File: src/rtl/led_pkg.sv
`default_nettype none
// +----------------------------------------------------------------------------+
// | led_pkg                                                                     |
// | Shared types and constants for the LED fade sequencer and the PWM stage.   |
// | Revision: 1.0                                                               |
// +----------------------------------------------------------------------------+
package led_pkg;

  typedef enum logic [2:0] {
    IDLE    = 3'd0,
    RISE    = 3'd1,
    HOLD_HI = 3'd2,
    FALL    = 3'd3,
    HOLD_LO = 3'd4
  } fade_state_t;

  localparam int STEP_DIV_DEFAULT = 10000;

  function automatic int duty_max(input int width);
    return (1 << width) - 1;
  endfunction

endpackage
`default_nettype wire

File: src/rtl/fade_gamma.sv
`default_nettype none
// +----------------------------------------------------------------------------+
// | fade_gamma                                                                  |
// | Registered level-to-duty mapping: square-law or linear, 1-cycle latency.   |
// | Revision: 1.0                                                               |
// +----------------------------------------------------------------------------+
module fade_gamma #(
  parameter int DUTY_W   = 8,
  parameter int GAMMA_EN = 1
) (
  input  logic              clk,
  input  logic              rst,
  input  logic [DUTY_W-1:0] i_level,
  output logic [DUTY_W-1:0] o_pending
);

  logic [DUTY_W-1:0] w_mapped;
  logic [DUTY_W-1:0] r_pending;

  generate
    if (GAMMA_EN != 0) begin : g_square
      logic [2*DUTY_W-1:0] w_product;
      assign w_product = {{DUTY_W{1'b0}}, i_level} * {{DUTY_W{1'b0}}, i_level};
      assign w_mapped  = DUTY_W'(w_product >> DUTY_W);
    end else begin : g_linear
      assign w_mapped = i_level;
    end
  endgenerate

  always_ff @(posedge clk) begin
    if (rst) begin
      r_pending <= '0;
    end else begin
      r_pending <= w_mapped;
    end
  end

  assign o_pending = r_pending;

endmodule
`default_nettype wire

File: src/rtl/led_fade_sequencer.sv
`default_nettype none
// +----------------------------------------------------------------------------+
// | led_fade_sequencer                                                          |
// | Triangular brightness sequencer; duty commits only on the PWM period wrap. |
// | Revision: 1.0                                                               |
// +----------------------------------------------------------------------------+
module led_fade_sequencer
  import led_pkg::*;
#(
  parameter int DUTY_W     = 8,
  parameter int STEP_DIV   = STEP_DIV_DEFAULT,
  parameter int HOLD_STEPS = 0,
  parameter int GAMMA_EN   = 1
) (
  input  logic              clk,
  input  logic              rst,
  input  logic              enable,
  input  logic              pwm_wrap,
  output logic [DUTY_W-1:0] duty,
  output logic              duty_valid,
  output logic              fading_up,
  output logic              at_peak
);

  localparam logic [DUTY_W-1:0] c_duty_max = DUTY_W'(duty_max(DUTY_W));
  localparam int                c_presc_w  = $clog2(STEP_DIV);
  localparam logic [c_presc_w-1:0] c_presc_last = c_presc_w'(STEP_DIV - 1);
  localparam int                c_hold_w   = (HOLD_STEPS > 1) ? $clog2(HOLD_STEPS) : 1;
  localparam logic [c_hold_w-1:0] c_hold_last = c_hold_w'((HOLD_STEPS > 0) ? HOLD_STEPS - 1 : 0);

  localparam logic [2:0] c_st_idle    = IDLE;
  localparam logic [2:0] c_st_rise    = RISE;
  localparam logic [2:0] c_st_hold_hi = HOLD_HI;
  localparam logic [2:0] c_st_fall    = FALL;
  localparam logic [2:0] c_st_hold_lo = HOLD_LO;

  logic [2:0]           r_state;
  logic [DUTY_W-1:0]    r_level;
  logic [c_presc_w-1:0] r_presc;
  logic [c_hold_w-1:0]  r_hold;
  logic [DUTY_W-1:0]    r_duty;
  logic                 r_duty_valid;
  logic [DUTY_W-1:0]    w_pending;
  logic                 w_tick;

  assign w_tick = (r_state != c_st_idle) && (r_presc == c_presc_last);

  always_ff @(posedge clk) begin
    if (rst || !enable) begin
      r_state <= c_st_idle;
      r_level <= '0;
      r_presc <= '0;
      r_hold  <= '0;
    end else begin
      if (r_state != c_st_idle) begin
        r_presc <= w_tick ? '0 : r_presc + 1'b1;
      end
      case (r_state)
        c_st_idle: r_state <= c_st_rise;
        c_st_rise: begin
          if (w_tick && (r_level != c_duty_max)) begin
            r_level <= r_level + 1'b1;
            if (r_level == c_duty_max - 1'b1) begin
              r_state <= (HOLD_STEPS == 0) ? c_st_fall : c_st_hold_hi;
            end
          end
        end
        c_st_hold_hi: begin
          if (w_tick) begin
            if (r_hold == c_hold_last) begin
              r_hold  <= '0;
              r_state <= c_st_fall;
            end else begin
              r_hold <= r_hold + 1'b1;
            end
          end
        end
        c_st_fall: begin
          if (w_tick && (r_level != '0)) begin
            r_level <= r_level - 1'b1;
            if (r_level == {{(DUTY_W-1){1'b0}}, 1'b1}) begin
              r_state <= (HOLD_STEPS == 0) ? c_st_rise : c_st_hold_lo;
            end
          end
        end
        c_st_hold_lo: begin
          if (w_tick) begin
            if (r_hold == c_hold_last) begin
              r_hold  <= '0;
              r_state <= c_st_rise;
            end else begin
              r_hold <= r_hold + 1'b1;
            end
          end
        end
        default: r_state <= c_st_idle;
      endcase
    end
  end

  fade_gamma #(
    .DUTY_W   (DUTY_W),
    .GAMMA_EN (GAMMA_EN)
  ) u_gamma (
    .clk       (clk),
    .rst       (rst),
    .i_level   (r_level),
    .o_pending (w_pending)
  );

  // Commit only at the period boundary so the comparator never sees a mid-period change.
  always_ff @(posedge clk) begin
    if (rst) begin
      r_duty       <= '0;
      r_duty_valid <= 1'b0;
    end else begin
      r_duty_valid <= pwm_wrap && (w_pending != r_duty);
      if (pwm_wrap) begin
        r_duty <= w_pending;
      end
    end
  end

  assign duty       = r_duty;
  assign duty_valid = r_duty_valid;
  assign fading_up  = (r_state == c_st_idle) || (r_state == c_st_rise) || (r_state == c_st_hold_lo);
  assign at_peak    = (r_state == c_st_hold_hi) ||
                      ((HOLD_STEPS == 0) && (r_state == c_st_fall) && (r_level == c_duty_max));

endmodule
`default_nettype wire
File: config.mk
export PLATFORM = sky130hd
export DESIGN_NAME = led_fade_sequencer
export DESIGN_NICKNAME = d
export VERILOG_FILES = /design/src/rtl/led_pkg.sv /design/src/rtl/fade_gamma.sv /design/src/rtl/led_fade_sequencer.sv
export SDC_FILE = /design/constraint.sdc
export NUM_CORES = 1
export LEC_CHECK = 0
export ABC_AREA = 1
export BUFFER_PORTS_ARGS = -buffer_cell sky130_fd_sc_hd__buf_4
export CORE_MARGIN = 2
export CORE_UTILIZATION = 45
export CTS_CLUSTER_DIAMETER = 120
export DETAILED_ROUTE_END_ITERATION = 8
export GPL_TIMING_DRIVEN = 0
export SYNTH_ARGS = -nofsm -noshare
export SYNTH_HDL_FRONTEND = slang
export SYNTH_SLANG_ARGS = --single-unit
File: constraint.sdc
create_clock -name clk -period 7.8 [get_ports clk]
set_clock_uncertainty 0.1 [all_clocks]
set_input_delay 1.56 -clock clk [delete_from_list [all_inputs] [get_ports clk]]
set_output_delay 1.56 -clock clk [all_outputs]
set_load 0.1 [all_outputs]
## Word level (Yosys, flattened, before mapping)

Cells that the tools add are included.

| storage, ports and cells | value |
|---|---|
| output and inout bits | 11 |
| logic and storage cells | 62 |
| bits in registers | 43 |
| bits of input ports | 4 |

| operators by class | value |
|---|---|
| $add $sub $neg | 4 |
| muxes and demuxes | 14 |
| reductions and logical operators | 18 |
| multiply operators | 1 |
| equality and inequality tests | 18 |

Operators with widths:

| cell | count |
|---|---|
| $mux 3 | 8 |
| $eq 8x8->1 const B | 2 |
| $mul 8x8->16 | 1 |
| $mux 8 | 2 |
| $ne 2x2->1 const B | 8 |
| $pmux 8 s2 | 1 |
| $pmux 3 s5 | 1 |
| $add 14x1->14 const B | 1 |
| $eq 14x14->1 const B | 1 |
| $mux 14 | 1 |
| $add 8x1->8 const B | 1 |
| $eq 8x1->1 const B | 1 |
| $ne 8x8->1 | 1 |
| $ne 8x8->1 const B | 1 |
| $reduce_and 8->1 | 1 |
| $reduce_bool 8->1 | 1 |
| $sub 8x1->8 const B | 1 |
| $eq 3x2->1 const B | 2 |
| $logic_and 1x1->1 | 5 |
| $logic_or 1x1->1 | 4 |
| $eq 3x1->1 const B | 1 |
| $eq 3x3->1 const B | 1 |
| $logic_not 3->1 | 1 |
| $reduce_and 3->1 | 1 |
| 7 further kinds | 7 |

## Longest topological paths before layout

| depth | value |
|---|---|
| depth after elaboration | 5 |
| depth in mapped cells | 21 |
| depth with buffers taken out | 20 |

## By module

Synthesis repeated with hierarchy kept, for this count alone.

| second synthesis, totals | value |
|---|---|
| cells, all modules | 631 |
| area total of the unflattened synthesis | 4234.1 µm² |

By module, submodules not included:

| module | sequential area each (µm²) | cells each | area each (µm²) | times used |
|---|---|---|---|---|
| led_fade_sequencer | 660.6 | 334 | 2174.6 | 1 |
| fade_gamma | 160.2 | 297 | 2059.5 | 1 |

## Least setup slack after synthesis

OpenSTA, ideal clock, no wires.

| path | value |
|---|---|
| path type | reg-to-reg |
| start | reg r_level[5] |
| end | reg u_gamma.r_pending[5], in the netlist u_gamma.o_pending[5] |
| path slack | 3787 ps |
| cell stages (with the launch flop) | 15 |
| required time | 7577 ps |
| buffers on the path | 1 |
| arrival | 3790 ps |
| library setup time | 123 ps |
| clock period less this slack | 4013 ps |
| cell sequence | dfxtp_1 -> clkbuf_1 -> nand2_1 -> fa_1 -> fa_1 -> fa_1 -> fa_1 -> inv_1 -> ha_1 -> a21oi_1 -> o21ai_0 -> nand2_1 -> nand3_1 -> o21ai_0 -> a21oi_1 |

| between the ends | value |
|---|---|
| word-level cells in the longest chain between the ends | 1 |

Ends and longest elaborated chain:

| item | RTL line | source |
|---|---|---|
| from (decl) | led_fade_sequencer.sv:38 | `logic [DUTY_W-1:0] r_level;` |
| from (signal assigned) | led_fade_sequencer.sv:62 | `r_level <= r_level + 1'b1;` |
| from (signal assigned) | led_fade_sequencer.sv:80 | `r_level <= r_level - 1'b1;` |
| $mul 8x8->16 | fade_gamma.sv:23 | `assign w_product = {{DUTY_W{1'b0}}, i_level} * {{DUTY_W{1'b0}}, i_level};` |
| to (signal assigned) | fade_gamma.sv:34 | `r_pending <= w_mapped;` |
| to (decl) | fade_gamma.sv:18 | `logic [DUTY_W-1:0] r_pending;` |

Every way passes these cells.
A chain may end at the register's enable or synchronous reset.

## Final worst setup path

Same ends and word-level chain as after synthesis.

==> run metrics <==
status finished clean; Slew Viols, Final 0; synthesized area per cell 6.88 sq um; Synth Area in Compound Gates between 10 and 15%; Fill cells between 800 and 900; cell taking the most area after synthesis dfxtp_1; reg2reg setup slack between 3 and 4 ns; Clock power frac 37.1%; Total GRT Usage a little under a fifth; vias after detailed routing 3559; WS Path Type reg2reg; crit path to u_gamma.o_pending[5]$_SDFF_PP0_; CP Capture Type register; Fmax about 0.22 GHz; type of origin of the critical path register; Relative slew margins roughly 65%; Tcrit/Tclk final slightly below 60%; Starting Density about 46%; Required @ worst endpoint a little under 8 ns; initial antenna violation count 0; DP Cell Count between 700 and 800; post-route ant nets 0; Internal Power about 0.00035 W; Setup violations, final 0; grt ovf 0; NumNets Final 672; Final Core Density 50.5%; Skew-Pair Late Insertion Delay 0.30 ns; maxcap violations 0; vias in the first global route roughly 3500; Cell Area, Synth about 4000 sq um; post-synthesis mux area share 0.249%; die area around 9700 sq um; largest cells by area after synthesis dfxtp_1 20%, ha_1 13%, nand2_1 12%, fa_1 11%, inv_1 9.4%; chip height around 100 microns; initial DRC count between 100 and 150; logic gate share of total power about 20%; Netlist cell types ~40; post-CTS setup repair buffer count 0; largest family of logic cells by synthesized area simple AND/OR/NAND/NOR gates; ANT cells 0; non-filler cells in the finished layout between 700 and 800; worst-path fanout max 10; Rows 34; xor and xnor fraction of the mapped netlist area 2.83%; Die Wd 98.5 microns; DP Area about 4300 sq um; Clock Path Buffers 2; EDFF count, synth 0; vias per cell roughly 5.0; layout cell share with drive strength beyond 1 9.74%; final setup TNS 0 ns; Yosys warnings 0; CTS tree yes; Post-CTS Hold Fix Bufs 0; Synth Net Count roughly 650; Core Region 8680 sq um; routed len/inst between 10 and 15 microns; actual slew at the worst max-slew pin around 0.53 ns; Final HPWL DP 7280 microns; Hold Fails Final Rpt 0; Worst R2R Path Depth 14; Ports 15; CTS Root Cell clkbuf_8; post-synth top area share 20.4%; Post-synth top flop dfxtp_1; Final GP Congestion ~0.85; LEAKAGE 2.23 nW; sequential fraction of the synthesis area around 20%; Synth top cells by count 125 x nand2_1, 101 x inv_1, 65 x nor2_1, 41 x dfxtp_1, 41 x ha_1; worst hold-check path type reg2reg; DRC 0; asr flop ratio synth 0%; Clock transition at path regs about 0.090 ns; CTS HTree Levels 2; arrival time of the worst setup path ~4.6 ns; peak supply drop a little under 80 uV; Worst setup startpoint r_level[5]$_SDFFE_PP0P_; adder-cell share of the synthesized area between 20% and 30%; Num CTS Buffers 5; first-pass GRT wire length roughly 15000 microns; Port-buffer cells 14; fin area 4380 sq um; post-synthesis simple-gate area fraction 30.8%; sw frac between 30% and 40%; Net Sw Power ~0.00016 W; total wire length just under 9000 microns; post_cts resized 0; fin crit period around 4.5 ns; Reg power frac 43.4%; Area Growth Syn to Fin 8.97%; R2R Path End u_gamma.o_pending[5]$_SDFF_PP0_; Yosys reg bits 41; reg2reg start r_level[5]$_SDFFE_PP0P_; RSZ-0062 raised after global routing no; DRT Pass-1 Iters 4; cells after synthesis a little under 600; count leader, synth nand2_1; clk sinks between 40 and 50; largest net degree at the start of global routing 14; power per cell area ~110 nW/um^2
## stage by stage
| stage | setup WS [ns] | total power (W) | hold slack (ns) |
|---|---|---|---|
| 2_1_floorplan | 3.79 | 0.000300 | 0.339 |
| 3_3_place_gp | 3.33 | 0.000320 | 0.350 |
| 3_5_place_dp | 3.31 | 0.000321 | 0.361 |
| 4_1_cts | 3.27 | 0.000505 | 0.374 |
| 5_1_grt | 2.94 | 0.000523 | 0.387 |
| 6_report | 3.28 | 0.000503 | 0.371 |
## layout make-up
class                   instances  area (sq um)  area share (%)
repair buffers                 14           105            2.40
multi-input cells             424          2720            62.1
well taps                     108           135            3.09
clock buffers                   6          82.6            1.89
clock inverters                 2          37.5           0.857
plain buffers                  14          82.6            1.89
flip-flops and latches         41           821            18.7
inverters                     105           394            9.00
## worst max-delay path, cell delays in order, from the launching register on
cell and delay, ns:
dfxtp_1 0.44, clkbuf_1 0.45, nand2_1 0.17, fa_1 0.50, fa_1 0.52, fa_1 0.52, fa_1 0.54, inv_1 0.04
ha_1 0.35, a21oi_1 0.23, o21ai_0 0.15, nand2_1 0.08, nand3_1 0.09, o21ai_0 0.16, a21oi_1 0.06
## cell families after synthesis
kind of cell / after synthesis
buffers and inverters: 119
multiplexers: 1
flip-flops: 41
adder cells (fa/ha/maj): 63
AND/OR/NAND/NOR: 273
XOR/XNOR: 13
AO/OA/AOI/OAI: 74
## cells in the final DEF (no fill, tap or decap), types with 3 or more instances in the layout
cell type  count
a21oi_1       36
buf_2          6
buf_4         15
clkbuf_1       5
clkbuf_8       6
dfxtp_1       41
fa_1          22
ha_1          41
inv_1        101
inv_2          3
nand2_1      125
nand2_2        4
nand2_4        3
nand3_1       35
nand4_1       12
nor2_1        65
nor2_2         5
nor2_4         3
nor3_1         7
o21ai_0       24
o21bai_1       5
or2_2          4
xnor2_1        6
xor2_1         7
## power groups by stage
| stage | Sequential, W | Combinational (W) | Clock [W] |
|---|---|---|---|
| 2_1_floorplan | 0.000239 | 0.0000613 | 0 |
| 3_3_place_gp | 0.000223 | 0.0000972 | 0 |
| 3_5_place_dp | 0.000223 | 0.0000982 | 0 |
| 4_1_cts | 0.000218 | 0.0000986 | 0.000189 |
| 5_1_grt | 0.000219 | 0.000107 | 0.000198 |
| 6_report | 0.000218 | 0.0000983 | 0.000187 |
## state kept, by name, summed over array words and instances (netlist names)
signal / count
r_state: 2
r_level: 8
r_presc: 14
u_gamma.o_pending: 8
duty: 8
duty_valid: 1
## how the worst min path moves through the flow
| stage | startpoint | endpoint | cells after the start |
|---|---|---|---|
| floorplan | r_presc[13]$_SDFFE_PP0N_ | r_presc[13]$_SDFFE_PP0N_ | 2 |
| global placement | r_presc[13]$_SDFFE_PP0N_ | r_presc[13]$_SDFFE_PP0N_ | 2 |
| detailed placement | r_presc[13]$_SDFFE_PP0N_ | r_presc[13]$_SDFFE_PP0N_ | 2 |
| CTS | r_presc[13]$_SDFFE_PP0N_ | r_presc[13]$_SDFFE_PP0N_ | 2 |
| global route | r_presc[13]$_SDFFE_PP0N_ | r_presc[13]$_SDFFE_PP0N_ | 2 |
| finish | r_presc[13]$_SDFFE_PP0N_ | r_presc[13]$_SDFFE_PP0N_ | 2 |
## routing by layer
layer  share of wire, %  global-route usage, %
met3                3.2                   2.20
met1                 48                   25.0
met5                  0                      0
met2                 48                   34.2
met4               0.69                   3.58
Power figures use the tool's default switching activity.
